<file path="src/rtl/cpu_prog_driver_if.sv">
// Signal bundle between the host/CPU side and cpu_prog_driver.
// master is the host and CPU side; slave is the sequencer itself.
interface cpu_prog_driver_if;
   logic [15:0] load_data;
   logic        load_valid;
   logic        load_ready;
   logic        clear;
   logic        start;
   logic        busy;
   logic [7:0]  cpu_inst;
   logic [7:0]  cpu_opnd;
   logic [7:0]  cpu_data;
   logic [7:0]  res_data;
   logic        res_valid;
   logic        res_ready;

   modport master (
      output load_data, load_valid, clear, start, cpu_data, res_ready,
      input  load_ready, busy, cpu_inst, cpu_opnd, res_data, res_valid
   );

   modport slave (
      input  load_data, load_valid, clear, start, cpu_data, res_ready,
      output load_ready, busy, cpu_inst, cpu_opnd, res_data, res_valid
   );
endinterface

</file>
<file path="src/rtl/cpu_prog_driver.sv">
// Program sequencer: streams stored 16-bit words onto the CPU pins and
// queues the CPU output byte of every STB/RDS word in a small result FIFO.
module cpu_prog_driver #(
   parameter int unsigned PROG_DEPTH = 16,
   parameter int unsigned RES_DEPTH  = 4
) (
   input logic              clk,
   input logic              rst_n,
   cpu_prog_driver_if.slave bus
);
   localparam int unsigned PW = $clog2(PROG_DEPTH);
   localparam int unsigned RW = $clog2(RES_DEPTH);

   typedef enum logic [1:0] {StIdle, StRun, StDrain} state_e;

   state_e        state_q, state_d;
   logic [15:0]   prog_q [PROG_DEPTH];
   logic [PW:0]   count_q, count_d, pc_q, pc_d;
   logic [7:0]    fifo_q [RES_DEPTH];
   logic [RW-1:0] wptr_q, rptr_q;
   logic [RW:0]   fcount_q;
   logic          tag0_q, tag0_d, tag1_q;
   logic [7:0]    inst_q, inst_d, opnd_q, opnd_d;

   logic [PW-1:0] fetch_idx;
   logic [15:0]   word;
   logic [RW+1:0] pending;
   logic          is_halt, is_cap, stall, issue, load_acc;
   logic          push, pop, busy, load_ready, res_valid;

   // A start in IDLE issues word 0 on the same edge it is sampled.
   assign fetch_idx = (state_q == StIdle) ? '0 : pc_q[PW-1:0];
   assign word      = prog_q[fetch_idx];
   assign is_halt   = (word[15:8] == 8'hFF);
   assign is_cap    = (word[15:12] == 4'h2) || (word[15:12] == 4'h3);
   assign pending   = {1'b0, fcount_q} + {{(RW + 1){1'b0}}, tag0_q}
                    + {{(RW + 1){1'b0}}, tag1_q};
   // Same-cycle pops are not credited, so a full FIFO is never pushed.
   assign stall     = is_cap && (pending >= (RW + 2)'(RES_DEPTH));
   assign push      = tag1_q;
   assign pop       = res_valid && bus.res_ready;

   always_ff @(posedge clk or negedge rst_n) begin
      if (!rst_n) begin
         state_q <= StIdle;
      end else begin
         state_q <= state_d;
      end
   end

   always_comb begin
      state_d = state_q;
      unique case (state_q)
         StIdle:  if (bus.start && !bus.clear && (count_q != '0)) state_d = StRun;
         StRun:   if ((pc_q == count_q) || is_halt) state_d = StDrain;
         StDrain: if (!tag0_q) state_d = StIdle;
         default: state_d = StIdle;
      endcase
   end

   always_comb begin
      busy       = (state_q != StIdle);
      load_ready = (state_q == StIdle) && (count_q < (PW + 1)'(PROG_DEPTH));
      res_valid  = (fcount_q != '0);
   end

   assign bus.busy       = busy;
   assign bus.load_ready = load_ready;
   assign bus.res_valid  = res_valid;
   assign bus.res_data   = res_valid ? fifo_q[rptr_q] : 8'h00;
   assign bus.cpu_inst   = inst_q;
   assign bus.cpu_opnd   = opnd_q;

   always_comb begin
      count_d  = count_q;
      pc_d     = pc_q;
      inst_d   = 8'h00;
      opnd_d   = 8'h00;
      tag0_d   = 1'b0;
      issue    = 1'b0;
      load_acc = 1'b0;
      unique case (state_q)
         StIdle: begin
            if (bus.clear) begin
               count_d = '0;
            end else if (bus.start && (count_q != '0)) begin
               pc_d  = '0;
               issue = !is_halt && !stall;
            end else if (bus.load_valid && load_ready) begin
               load_acc = 1'b1;
               count_d  = count_q + 1'b1;
            end
         end
         StRun:   issue = (pc_q != count_q) && !is_halt && !stall;
         default: ;
      endcase
      if (issue) begin
         inst_d = word[15:8];
         opnd_d = word[7:0];
         tag0_d = is_cap;
         pc_d   = {1'b0, fetch_idx} + 1'b1;
      end
   end

   always_ff @(posedge clk or negedge rst_n) begin
      if (!rst_n) begin
         count_q  <= '0;
         pc_q     <= '0;
         inst_q   <= 8'h00;
         opnd_q   <= 8'h00;
         tag0_q   <= 1'b0;
         tag1_q   <= 1'b0;
         wptr_q   <= '0;
         rptr_q   <= '0;
         fcount_q <= '0;
      end else begin
         count_q <= count_d;
         pc_q    <= pc_d;
         inst_q  <= inst_d;
         opnd_q  <= opnd_d;
         tag0_q  <= tag0_d;
         tag1_q  <= tag0_q;
         if (push) wptr_q <= wptr_q + 1'b1;
         if (pop)  rptr_q <= rptr_q + 1'b1;
         if (push && !pop) begin
            fcount_q <= fcount_q + 1'b1;
         end else if (pop && !push) begin
            fcount_q <= fcount_q - 1'b1;
         end
      end
   end

   // Storage arrays need no reset: count and FIFO pointers gate every read.
   always_ff @(posedge clk) begin
      if (load_acc) prog_q[count_q[PW-1:0]] <= bus.load_data;
      if (push)     fifo_q[wptr_q] <= bus.cpu_data;
   end
endmodule

</file>
<file path="src/flat_wrapper.sv">
// flat-port wrapper written by rule: the top's interface ports become plain ports
module cpu_prog_driver_flat 
#(
   parameter int unsigned PROG_DEPTH = 16,
   parameter int unsigned RES_DEPTH  = 4
)
  (clk, rst_n, bus_load_data, bus_load_valid, bus_clear, bus_start, bus_cpu_data, bus_res_ready, bus_load_ready, bus_busy, bus_cpu_inst, bus_cpu_opnd, bus_res_data, bus_res_valid);
  cpu_prog_driver_if bus_i ();
  input logic clk;
  input logic rst_n;
  input wire logic [$bits(bus_i.load_data)-1:0] bus_load_data;
  input wire logic [$bits(bus_i.load_valid)-1:0] bus_load_valid;
  input wire logic [$bits(bus_i.clear)-1:0] bus_clear;
  input wire logic [$bits(bus_i.start)-1:0] bus_start;
  input wire logic [$bits(bus_i.cpu_data)-1:0] bus_cpu_data;
  input wire logic [$bits(bus_i.res_ready)-1:0] bus_res_ready;
  output wire logic [$bits(bus_i.load_ready)-1:0] bus_load_ready;
  output wire logic [$bits(bus_i.busy)-1:0] bus_busy;
  output wire logic [$bits(bus_i.cpu_inst)-1:0] bus_cpu_inst;
  output wire logic [$bits(bus_i.cpu_opnd)-1:0] bus_cpu_opnd;
  output wire logic [$bits(bus_i.res_data)-1:0] bus_res_data;
  output wire logic [$bits(bus_i.res_valid)-1:0] bus_res_valid;
  assign bus_i.load_data = bus_load_data;
  assign bus_i.load_valid = bus_load_valid;
  assign bus_i.clear = bus_clear;
  assign bus_i.start = bus_start;
  assign bus_i.cpu_data = bus_cpu_data;
  assign bus_i.res_ready = bus_res_ready;
  assign bus_load_ready = bus_i.load_ready;
  assign bus_busy = bus_i.busy;
  assign bus_cpu_inst = bus_i.cpu_inst;
  assign bus_cpu_opnd = bus_i.cpu_opnd;
  assign bus_res_data = bus_i.res_data;
  assign bus_res_valid = bus_i.res_valid;
  cpu_prog_driver #(.PROG_DEPTH(PROG_DEPTH), .RES_DEPTH(RES_DEPTH)) u_core (.clk(clk), .rst_n(rst_n), .bus(bus_i));
endmodule
</file>
<file path="config.mk">
export PLATFORM = sky130hd
export DESIGN_NAME = cpu_prog_driver_flat
export DESIGN_NICKNAME = d
export VERILOG_FILES = /design/src/rtl/cpu_prog_driver_if.sv /design/src/rtl/cpu_prog_driver.sv /design/src/flat_wrapper.sv
export SDC_FILE = /design/constraint.sdc
export NUM_CORES = 1
export LEC_CHECK = 0
export BUFFER_PORTS_ARGS = -buffer_cell sky130_fd_sc_hd__buf_2
export CELL_PAD_IN_SITES_DETAIL_PLACEMENT = 0
export CELL_PAD_IN_SITES_GLOBAL_PLACEMENT = 1
export CORE_ASPECT_RATIO = 1.5
export CORE_MARGIN = 2
export CORE_UTILIZATION = 52
export DETAILED_ROUTE_END_ITERATION = 10
export PLACE_DENSITY = 0.81
export SLEW_MARGIN = 20
export SYNTH_ARGS = -nofsm -noshare
export SYNTH_HDL_FRONTEND = slang
export SYNTH_SLANG_ARGS = --single-unit
</file>
<file path="constraint.sdc">
create_clock -name clk -period 4.3 [get_ports clk]
set_input_delay 0.645 -clock clk [delete_from_list [all_inputs] [get_ports clk]]
set_output_delay 0.645 -clock clk [all_outputs]
set_load 0.005 [all_outputs]
</file>
Word level (Yosys, flattened, before mapping) --
Memories as Yosys holds them, arrays and structs flattened. Index checks and enable logic that the tools add are counted.
Word-level totals: bits in registers 37, bits in writable memories 288, word-level logic and storage cells 93, memories 2
Operators by class: add/subtract/negate cells 8, order comparisons 2, equality and inequality tests 12, mux-type cells 29, reduce and logical (&&, ||, !) cells 30
Memories:
- u_core.prog_q | words 16, bits a word 16, rd ports 1, clocked after memory_dff 0, write ports 1, line cpu_prog_driver.sv:17 | logic [15:0] prog_q [PROG_DEPTH];
- u_core.fifo_q | words 4, bits a word 8, rd ports 1, clocked after memory_dff 0, write ports 1, line cpu_prog_driver.sv:19 | logic [7:0] fifo_q [RES_DEPTH];
Operators with widths (count):
- 2-to-1 mux 5 bit | 7
- 2-to-1 mux 8 bit | 3
- logical AND 1 bit | 12
- 2-to-1 mux 1 bit | 11
- nonzero test 2 bit | 5
- AND reduction 3 bit | 3
- == test 4 x 2 -> 1 bit (second input constant) | 2
- == test 8 bit (second input constant) | 1
- 2-to-1 mux 2 bit | 3
- 2-to-1 mux 3 bit | 2
- != test 2 bit (second input constant) | 3
- case mux 2 bit (3 select lines) | 1
- adder 4 x 1 -> 5 bit (second input constant) | 1
- adder 5 x 1 -> 5 bit (second input constant) | 1
- == test 5 bit | 1
- logical NOT 1 bit | 5
- < comparator 5 bit (second input constant) | 1
- != test 5 bit | 1
- nonzero test 5 bit | 1
- adder 2 x 1 -> 2 bit (second input constant) | 2
- adder 3 x 1 -> 4 bit | 1
- adder 4 x 1 -> 4 bit | 1
- >= comparator 4 x 3 -> 1 bit (second input constant) | 1
- 2-to-1 mux 4 bit | 1
- 9 further kinds | 11

Logic depth before layout (Yosys ltp) --
Gate-level depths: netlist (run 1). An unclocked memory read counts as a cell.
depth after elaboration 13, gate-level depth with buffers 12, mapped depth without buffers 10

Worst setup path before layout (run 1) --
OpenSTA, ideal clock, no wires.
kind register to register, start reg u_core.count_q[0], end mem u_core.prog_q[3][0] (enable), arrival 2.538 ns, data required time 3.891 ns, slack 1.353 ns, stages on the path, launching flop included 9, period minus slack after synthesis 2.947 ns, cell sequence dfrtp_1 inv_1 ha_1 nand2_1 a21oi_1 and2_1 clkbuf_1 nand2_1 nor3_1
On the way: cells in the longest elaborated chain, start to end 9, elaborated cells on any way between the ends 11, those cells by class 1 x order compare; 6 x mux; 4 x reduce/logical
RTL lines:
- start: declaration | line cpu_prog_driver.sv:18 | logic [PW:0] count_q, count_d, pc_q, pc_d;
- start signal: assignment | line cpu_prog_driver.sv:117 | count_q <= count_d;
- < comparator 5 bit | line cpu_prog_driver.sv:63 | load_ready = (state_q == StIdle) && (count_q < (PW + 1)'(PROG_DEPTH));
- logical AND 1 bit | line cpu_prog_driver.sv:63
- logical AND 1 bit | line cpu_prog_driver.sv:89 | end else if (bus.load_valid && load_ready) begin
- 2-to-1 mux 1 bit | line cpu_prog_driver.sv:89
- 2-to-1 mux 1 bit | line cpu_prog_driver.sv:86 | end else if (bus.start && (count_q != '0)) begin
- 2-to-1 mux 1 bit | line cpu_prog_driver.sv:84 | if (bus.clear) begin
- 2-to-1 mux 1 bit | line cpu_prog_driver.sv:82 | unique case (state_q)
- 2-to-1 mux 1 bit | line cpu_prog_driver.sv:135 | if (load_acc) prog_q[count_q[PW-1:0]] <= bus.load_data;
- 2-to-1 mux 1 bit (not written as such) | line cpu_prog_driver.sv:135
- end: declaration | line cpu_prog_driver.sv:17
Parallel ways exist; a longest one is shown, timed or not.

Worst setup path in the final report (run 1) --
start reg u_core.pc_q[0], end reg u_core.pc_q[0]
On the way: cells in the longest elaborated chain, start to end 12, elaborated cells on any way between the ends 22, those cells by class 1 x add/sub; 5 x eq/ne; 5 x mux; 10 x reduce/logical; 1 x memory
RTL lines:
- start: declaration | line cpu_prog_driver.sv:18
- start signal: assignment | line cpu_prog_driver.sv:118 | pc_q <= pc_d;
- 2-to-1 mux 4 bit | line cpu_prog_driver.sv:32 | assign fetch_idx = (state_q == StIdle) ? '0 : pc_q[PW-1:0];
- memory read (16 x 16 bit)
- == test 4 x 2 -> 1 bit | line cpu_prog_driver.sv:35 | assign is_cap = (word[15:12] == 4'h2) || (word[15:12] == 4'h3);
- logical OR 1 bit | line cpu_prog_driver.sv:35
- logical AND 1 bit | line cpu_prog_driver.sv:39 | assign stall = is_cap && (pending >= (RW + 2)'(RES_DEPTH));
- logical NOT 1 bit | line cpu_prog_driver.sv:88, cpu_prog_driver.sv:94
- logical AND 1 bit | line cpu_prog_driver.sv:88 | issue = !is_halt && !stall;
- 2-to-1 mux 1 bit | line cpu_prog_driver.sv:86
- 2-to-1 mux 1 bit | line cpu_prog_driver.sv:84
- case mux 1 bit (2 select lines) | line cpu_prog_driver.sv:82
- != test 2 x 1 -> 1 bit (no line) / nonzero test 2 bit (equally long branches)
- AND reduction 3 bit (no line)
Parallel ways exist; a longest one is shown, timed or not. A chain may end at the register's enable or synchronous reset.

==> reports/results.txt, run 1 <==
Pwr per Cell Area - 591 nW/um2
worst-path fanout max - 49
first-pass GRT wire length - 46.5 mm
clock skew - 0.0226 ns
multiplexer share of the synthesized area - 9.01%
Placed Area - 14000 um2
TritonRoute pass-1 iters - 5
GR Overflow Total - 0
Via-to-Cell Ratio - 6.09
worst-skew pair later-pin latency - 0.56 ns
CTS tree - done
Layout area overhead - 14.0%
Final Net Count - 944
H-tree depth - 1
crit path DAT - 3.91 ns
Total Wirelength - 31.2 mm
Slew HR - 34.4%
Ys Warns - 0
period utilization - 79.8%
EDFF count, synth - 288
Slew Limit Fails - 0
Mapped Area - 13300 um2
final instance area - 15100 um2
Max rail drop VDD - 421 uV
Worst-path clk slew - 0.07 ns
DRC Markers - 0
Post-CTS Setup Bufs - 0
total power - 8.94 mW
port buffer count - 56
Core Area - 25100 um2
Post-Synth Adder-Cell Area - 1.19%
Final min period - 3.43 ns
routed len/inst - 24.9 um
Cells after Synth - 831
syn_nets - 873
total CTS buffers - 30
n_diodes - 0
DIE WIDTH - 134 um
Clock Sinks - 325
Routed Antenna Nets - 0
Post-Synth Simple-Gate Area - 5.58%
vias in the first global route - 7829
top cells by area, synth - edfxtp_1, dfrtp_1, mux2i_1
Peak Freq - 291 MHz
Initial Util - 52.9%
DP Worst Slack - 0.915 ns
sequential area share after synthesis - 72.2%
Tot GR Track Use - 23.6%
FFs w/ async S/R, synth - 11.4%
RSZ-0062 raised after global routing - no
CP Class - reg -> reg
xor/xnor share of the synthesized area - 0.793%
Leakage - 5.38 nW
Seq cells post-synth - 325
die area - 26800 um2
post-route insts no fill - 1253
commonest non-fill, non-tap cell in the layout - edfxtp_1
Die Ht - 200 um
largest family of logic cells by synthesized area - compound AO/OA/AOI/OAI gates
I/O Pins - 57
Post-synth top flop - edfxtp_1
GP Congestion - 0.826
Distinct cells, synth - 60
Synth top area share - 65.2%
Slew @ Worst Pin - 0.985 ns
status - completed
final hold viol count - 0
Crit. End Element - flop
cts hold-fix bufs - 0
layout cell share with drive strength beyond 1 - 21.2%
largest net degree at the start of global routing - 50
Final setup viols - 0
antenna violations before repair - 0
syn_area_per_cell - 16.0 um2
root buf cell - clkbuf_16
DR vias - 7633
Synth Area in Compound Gates - 9.07%
row count - 71
setup_tns - 0 ns
Post-Place Cells - 1198
Worst setup SP type - flop
DRT iter0 DRCs - 666
setup ws final - 0.869 ns
worst hold path class - in -> async
DPL Wire Length - 19.7 mm
commonest cells after routing, fill and taps aside - edfxtp_1, mux2i_1, buf_2, nor2_1, dfrtp_1
max_cap viols - 0
Required @ worst endpoint - 4.78 ns
largest area contributor in the netlist - edfxtp_1
clk buf depth - 3
post-CTS sizing - 0
path summary, 6_finish.rpt:
| check | startpoint | end | slack (ns) | cells past startpoint |
|---|---|---|---|---|
| max in group asynchronous | rst_n | u_core.pc_q[0] | 3.33 | 1 |
| worst min-delay path | rst_n | u_core.bus.cpu_opnd[2] | 0.26 | 1 |
| worst max register to register | u_core.pc_q[0] | u_core.pc_q[0] | 0.87 | 9 |
| worst min register to register | u_core.tag0_q | u_core.push | 0.44 | 0 |
| min in group clk | bus_cpu_data[4] | u_core.fifo_q[3][4] | 0.30 | 1 |
| worst max-delay path | u_core.pc_q[0] | u_core.pc_q[0] | 0.87 | 9 |
stage by stage:
| step | hold WS (ns) | util (%) |
|---|---|---|
| finish | 0.255 | 60.4 |
| global route | 0.306 | 60.4 |
| CTS | 0.261 | 60.4 |
| detailed placement | 0.444 | 55.9 |
| global placement | 0.438 | 55.9 |
| floorplan | 0.349 | - |
synth_stat cells (3+ instances only):
| master | number |
|---|---|
| edfxtp_1 | 288 |
| nor2_1 | 64 |
| mux2i_1 | 62 |
| dfrtp_1 | 37 |
| nand2_1 | 33 |
| a21oi_1 | 28 |
| o21ai_0 | 28 |
| o22ai_1 | 22 |
| and2_1 | 20 |
| mux2_2 | 19 |
| buf_2 | 16 |
| mux4_2 | 16 |
| clkbuf_1 | 15 |
| a221oi_1 | 13 |
| o221ai_1 | 12 |
| a221o_1 | 11 |
| ha_1 | 11 |
| inv_1 | 11 |
| nand2b_1 | 10 |
| buf_1 | 9 |
| buf_4 | 8 |
| nor3_1 | 8 |
| a211oi_1 | 7 |
| a2bb2oi_1 | 6 |
| xnor2_1 | 6 |
| xor2_1 | 6 |
| nand3_1 | 5 |
| nor2b_1 | 5 |
| o22a_1 | 4 |
| a21o_1 | 3 |
| a31oi_1 | 3 |
| o211ai_1 | 3 |
| o21a_1 | 3 |
| o221a_2 | 3 |
| o31ai_1 | 3 |
cell type report:
| type | count | area (um2) |
|---|---|---|
| clock inverter | 16 | 280 |
| multi-input combinational | 445 | 3450 |
| timing repair buffer | 88 | 533 |
| tap | 328 | 410 |
| sequential | 325 | 9580 |
| inverter | 12 | 45.0 |
| fill | 1924 | 9930 |
| clock buffer | 39 | 826 |
flip-flops by register name (all words and copies together), names as in the netlist:
signal and cells:
u_core.wptr_q 2, u_core.push 1, u_core.tag0_q 1, u_core.prog_q 256
u_core.state_q 2, u_core.fcount_q 3, u_core.pc_q 5, u_core.fifo_q 32
u_core.bus.cpu_inst 8, u_core.count_q 5, u_core.rptr_q 2, u_core.bus.cpu_opnd 8
power by group:
group | switching, mW | internal, mW
combinational | 1.18 | 0.912
sequential | 0.293 | 3.61
clock | 1.12 | 1.83
total | 2.59 | 6.35
cells by family after synthesis:
| family | count (synthesis) |
|---|---|
| buffers and inverters | 61 |
| muxes | 97 |
| AOI/OAI and AO/OA | 168 |
| and+or+nand+nor | 156 |
| xor gates and xnor gates | 12 |
| DFF | 325 |
| adders and majority gates | 12 |
critical path, stage by stage (launching register included):
cell and delay (ns):
dfrtp_4 0.92, buf_12 0.36, nand2_1 0.09, a2bb2oi_1 0.15, mux4_2 0.49, a211oi_1 0.33
nand3_1 0.17, nor4_4 0.29, a211o_4 0.29, mux2i_1 0.22
per-layer routing:
metal  GRT usage, %  up-vias  wire (um)
met5              0        -          0
li1               -     3387          -
met2           44.0      312      16900
met4           9.51        0       1160
met1           27.8     3853      11300
met3           2.59       81       1890
Note: power is estimated with default switching activity, not from simulation.
==> run 2: changes to the inputs <==
Settings changed: CORE_UTILIZATION 52 to 47, PLACE_DENSITY 0.81 to 0.77.
Clock period 4.3 ns to 2.9 ns, I/O delays scaled along.
==> run 2 against run 1 <==
Net effect: register-to-register slack lost 0.78 ns; global-route usage down 2.1 points; core utilization fell by 5.0 points; maximum frequency grew 22%; total power increased by 48%; cell area is 2.1% higher; wire length grew 0.35%; count of clock-buffer cells in the layout up 2; worst hold slack worse by 0.23 ns; setup slack lost 0.78 ns; via count is 0.14% lower; critical path type unchanged; critical endpoint is now u_core.bus.cpu_opnd[1]; highest routed layer unchanged.
==> reports/results.txt, run 2 (synthesis results as in run 1) <==
status - completed
DR vias - 7622
Leakage - 5.53 nW
fillcell total - 2190
root buf cell - clkbuf_16
H-tree depth - 1
worst hold path class - in -> async
Peak Freq - 355 MHz
worst-path fanout max - 10
commonest non-fill, non-tap cell in the layout - edfxtp_1
Required @ worst endpoint - 3.34 ns
Via-to-Cell Ratio - 5.82
die area - 29600 um2
DRT iter0 DRCs - 602
largest net degree at the start of global routing - 38
period utilization - 97.0%
CP cell instances - buf_12 > clkinvlp_4 > a2bb2oi_1 > mux4_2 > a211oi_2 > nand2_1 > nor4_4 > a211o_4 > buf_12 > nor2_1
Die Ht - 210 um
final instance area - 15400 um2
Layout area overhead - 16.4%
total CTS buffers - 30
GR Overflow Total - 0
CP dominant cell by count - buf_12
Final min period - 2.81 ns
TritonRoute pass-1 iters - 5
n_diodes - 0
routed len/inst - 23.9 um
CP Class - reg -> reg
clock skew - 0.0123 ns
Max stage delay on crit path - 0.58 ns
Placed Area - 14400 um2
Initial Util - 47.6%
RSZ-0062 raised after global routing - no
crit path DAT - 3.26 ns
row count - 75
Worst setup SP type - flop
max_cap viols - 0
Pwr per Cell Area - 856 nW/um2
Tot GR Track Use - 21.5%
DPL Wire Length - 20.6 mm
commonest cells after routing, fill and taps aside - edfxtp_1, mux2i_1, buf_4, buf_2, nor2_1
final hold viol count - 0
layout cell share with drive strength beyond 1 - 24.3%
vias in the first global route - 7896
Slew @ Worst Pin - 0.980 ns
Routed Antenna Nets - 0
port buffer count - 56
Core Area - 27900 um2
worst-skew pair later-pin latency - 0.56 ns
clk buf depth - 3
cts hold-fix bufs - 0
Clock Sinks - 325
Max rail drop VDD - 574 uV
Final Net Count - 982
first-pass GRT wire length - 47.5 mm
DRC Markers - 0
I/O Pins - 57
Final setup viols - 0
Crit. End Element - flop
setup_tns - 0 ns
crit path max-delay cell type - dfrtp_4
GP Congestion - 0.914
antenna violations before repair - 0
max FFs per register - 256
Slew Limit Fails - 0
Slew HR - 34.7%
CTS tree - done
DIE WIDTH - 141 um
Total Wirelength - 31.3 mm
Worst-path clk slew - 0.07 ns
Fin Hold WS - 0.0290 ns
Finished Core Util - 55.4%
run 2: stage by stage:
stage | power (mW) | setup slack (ns) | std cells
after detailed placement | 9.23 | -0.0296 | 1250
after CTS | 13.2 | 0.00501 | 1306
after global routing | 13.8 | 0.0197 | 1310
final | 13.2 | 0.0867 | 1310
after floorplan | 7.97 | 0.346 | 831
after global placement | 9.19 | 0.0407 | 1250
run 2: worst max-delay path, delay by kind of cell (launching register included):
| kind | cells | cell delay, ns |
|---|---|---|
| AOI/OAI and AO/OA | 3 | 0.63 |
| DFF | 1 | 0.58 |
| and+or+nand+nor | 3 | 0.55 |
| muxes | 1 | 0.49 |
| buffers and inverters | 3 | 0.43 |
run 2: per-layer routing:
metal / vias up / share of wire [%] / global-route usage, %
li1: 3464 / - / -
met1: 3820 / 38 / 26.2
met2: 268 / 53 / 38.8
met3: 70 / 4.7 / 2.30
met4: 0 / 3.9 / 8.83
met5: - / 0 / 0
run 2: path summary, 6_finish.rpt:
kind | startpoint | endpoint | slack [ns] | cells past startpoint
setup / recovery | u_core.pc_q[0] | u_core.bus.cpu_opnd[1] | 0.09 | 10
hold / removal | rst_n | u_core.bus.cpu_inst[2] | 0.03 | 1
setup reg to reg | u_core.pc_q[0] | u_core.bus.cpu_opnd[1] | 0.09 | 10
hold reg to reg | u_core.tag0_q | u_core.push | 0.43 | 0
max in group asynchronous | rst_n | u_core.pc_q[0] | 2.15 | 1
min in group clk | bus_cpu_data[2] | u_core.fifo_q[2][2] | 0.10 | 1
run 2: area by class of cell:
cell class	count	area, um2	share of cell area [%]
flip-flops and latches	325	9580	62.1
multi-input cells	445	3450	22.4
repair buffers	126	913	5.92
clock buffers	41	823	5.33
well taps	346	433	2.80
clock inverters	15	181	1.18
inverters	12	48.8	0.316
run 2: what timing repair did:
item	CTS	global route
setup buffers	0	4
gates resized for setup	2	1
setup endpoints to repair	8	23
run 2: power by group:
group | total (mW) | internal, mW | switching, mW
registers | 5.65 | 5.36 | 0.290
clock network | 3.99 | 2.34 | 1.65
logic | 3.58 | 1.62 | 1.96
total | 13.2 | 9.32 | 3.90
==> run 3: changes to the inputs <==
Settings changed: CORE_UTILIZATION 47 to 49, CTS_BUF_LIST set to sky130_fd_sc_hd__clkbuf_4, PLACE_DENSITY 0.77 to 0.8, SETUP_SLACK_MARGIN set to 0.3.
==> run 3 against run 2 <==
Net effect: critical path depth grew 1; clock power shrank 9.3%; die area shrank 4.0%; maximum frequency grew 2.0%; cell area grew 3.1%.
==> reports/results.txt, run 3 (synthesis results as in run 1) <==
status - completed
worst-path fanout max - 8
vias in the first global route - 8484
Final Net Count - 1056
Crit. End Element - flop
Required @ worst endpoint - 3.51 ns
r2r setup slk - 0.14 ns
FF-to-FF path depth - 11
first-pass GRT wire length - 48.9 mm
Slew Limit Fails - 0
row count - 73
routed len/inst - 23.4 um
Via-to-Cell Ratio - 5.76
Worst setup SP type - flop
clock skew - 0.0496 ns
layout cell share with drive strength beyond 1 - 33.9%
largest net degree at the start of global routing - 38
crit path DAT - 3.36 ns
I/O Pins - 57
H-tree depth - 3
antenna violations before repair - 1
RSZ-0062 raised after global routing - yes
final hold viol count - 0
final instance area - 15900 um2
DRT iter0 DRCs - 639
Placed Area - 14400 um2
setup_tns - 0 ns
die area - 28400 um2
DPL Wire Length - 21.0 mm
Core Area - 26600 um2
worst-skew pair later-pin latency - 0.71 ns
worst hold path class - in -> reg
worst r2r src - u_core.pc_q[0]
hold worst-path end - u_core.prog_q[4][6]
Total Wirelength - 33.0 mm
CP Class - reg -> reg
Final min period - 2.76 ns
Slew HR - 34.8%
Die Ht - 205 um
Initial Util - 49.9%
Slew @ Worst Pin - 0.978 ns
commonest non-fill, non-tap cell in the layout - edfxtp_1
Peak Freq - 362 MHz
Reg-to-Reg End - u_core.bus.cpu_opnd[2]
total CTS buffers - 75
Layout area overhead - 20.0%
period utilization - 95.2%
max_cap viols - 0
Clock Sinks - 325
DP Worst Slack - -0.0184 ns
clk buf depth - 3
Tot GR Track Use - 23.3%
CTS tree - done
Leakage - 5.83 nW
Routed Antenna Nets - 0
Max rail drop VDD - 517 uV
worst min-delay path startpoint - bus_load_data[6]
port buffer count - 56
Final setup viols - 0
GR Overflow Total - 0
DRC Markers - 0
GP Congestion - 0.904
setup ws final - 0.141 ns
commonest cells after routing, fill and taps aside - edfxtp_1, clkbuf_4, buf_4, mux2i_1, buf_2
TritonRoute pass-1 iters - 5
Pwr per Cell Area - 839 nW/um2
root buf cell - clkbuf_4
hold-critical path depth - 1
Worst-path clk slew - 0.08 ns
DIE WIDTH - 138 um
max FFs per register - 256
DR vias - 8130
[run 3: how the worst max path moves through the flow]
stage	start	endpoint	slack, ns	cells past startpoint
finish	u_core.pc_q[0]	u_core.bus.cpu_opnd[2]	0.14	11
global route	u_core.state_q[1]	u_core.bus.cpu_opnd[6]	0.07	11
CTS	u_core.pc_q[0]	u_core.bus.cpu_inst[2]	0.16	12
detailed placement	u_core.pc_q[1]	u_core.bus.cpu_opnd[2]	-0.02	11
global placement	u_core.pc_q[1]	u_core.bus.cpu_opnd[2]	-0.01	11
floorplan	u_core.count_q[0]	u_core.prog_q[15][0]	0.35	8
[run 3: critical path: stages, from the launching register on]
cell and delay [ns]:
dfrtp_4 0.51, buf_6 0.14, buf_12 0.14, buf_12 0.15
mux2i_4 0.20, a221o_1 0.37, a31oi_2 0.22, nand2_1 0.12
nor4_4 0.35, a211o_4 0.24, buf_12 0.15, nor2_1 0.06
[run 3: per-stage QoR]
step	hold WS [ns]	power [mW]	instances	utilization [%]
final	0.0947	13.3	1412	59.9
after global routing	0.0822	14.0	1411	59.9
after CTS	0.0454	13.2	1406	59.0
after detailed placement	0.433	9.23	1242	54.0
after global placement	0.450	9.19	1242	54.0
after floorplan	0.139	7.97	831	-
[run 3: cell type report]
class / instances / area (um2)
sequential: 325 / 9590
antenna: 2 / 5.00
multi-input combinational: 445 / 3640
tap: 337 / 422
clock inverter: 20 / 106
inverter: 12 / 47.5
fill: 1994 / 10700
timing repair buffer: 155 / 1230
clock buffer: 116 / 871
[run 3: power by group]
group | internal (mW) | switching, mW | total, mW
Clock | 1.91 | 1.70 | 3.62
Combinational | 1.93 | 2.19 | 4.12
Sequential | 5.36 | 0.244 | 5.61
Total | 9.20 | 4.14 | 13.3
[run 3: timing repair]
item	in CTS	in global routing
cloned	0	1
setup buffers	17	3
gates resized for setup	24	38
endpoints found under the setup margin	32	74
hold endpoints to repair	72	0
hold buffers	11	0
pin swaps	6	12
[run 3: routing by layer]
| metal | vias up | GRT usage, % | part of all wire (%) |
|---|---|---|---|
| met3 | 105 | 5.00 | 6.5 |
| met5 | - | 0 | 0 |
| met2 | 331 | 40.8 | 52 |
| met4 | 0 | 14.3 | 5.2 |
| met1 | 4020 | 26.1 | 36 |
| li1 | 3674 | - | - |
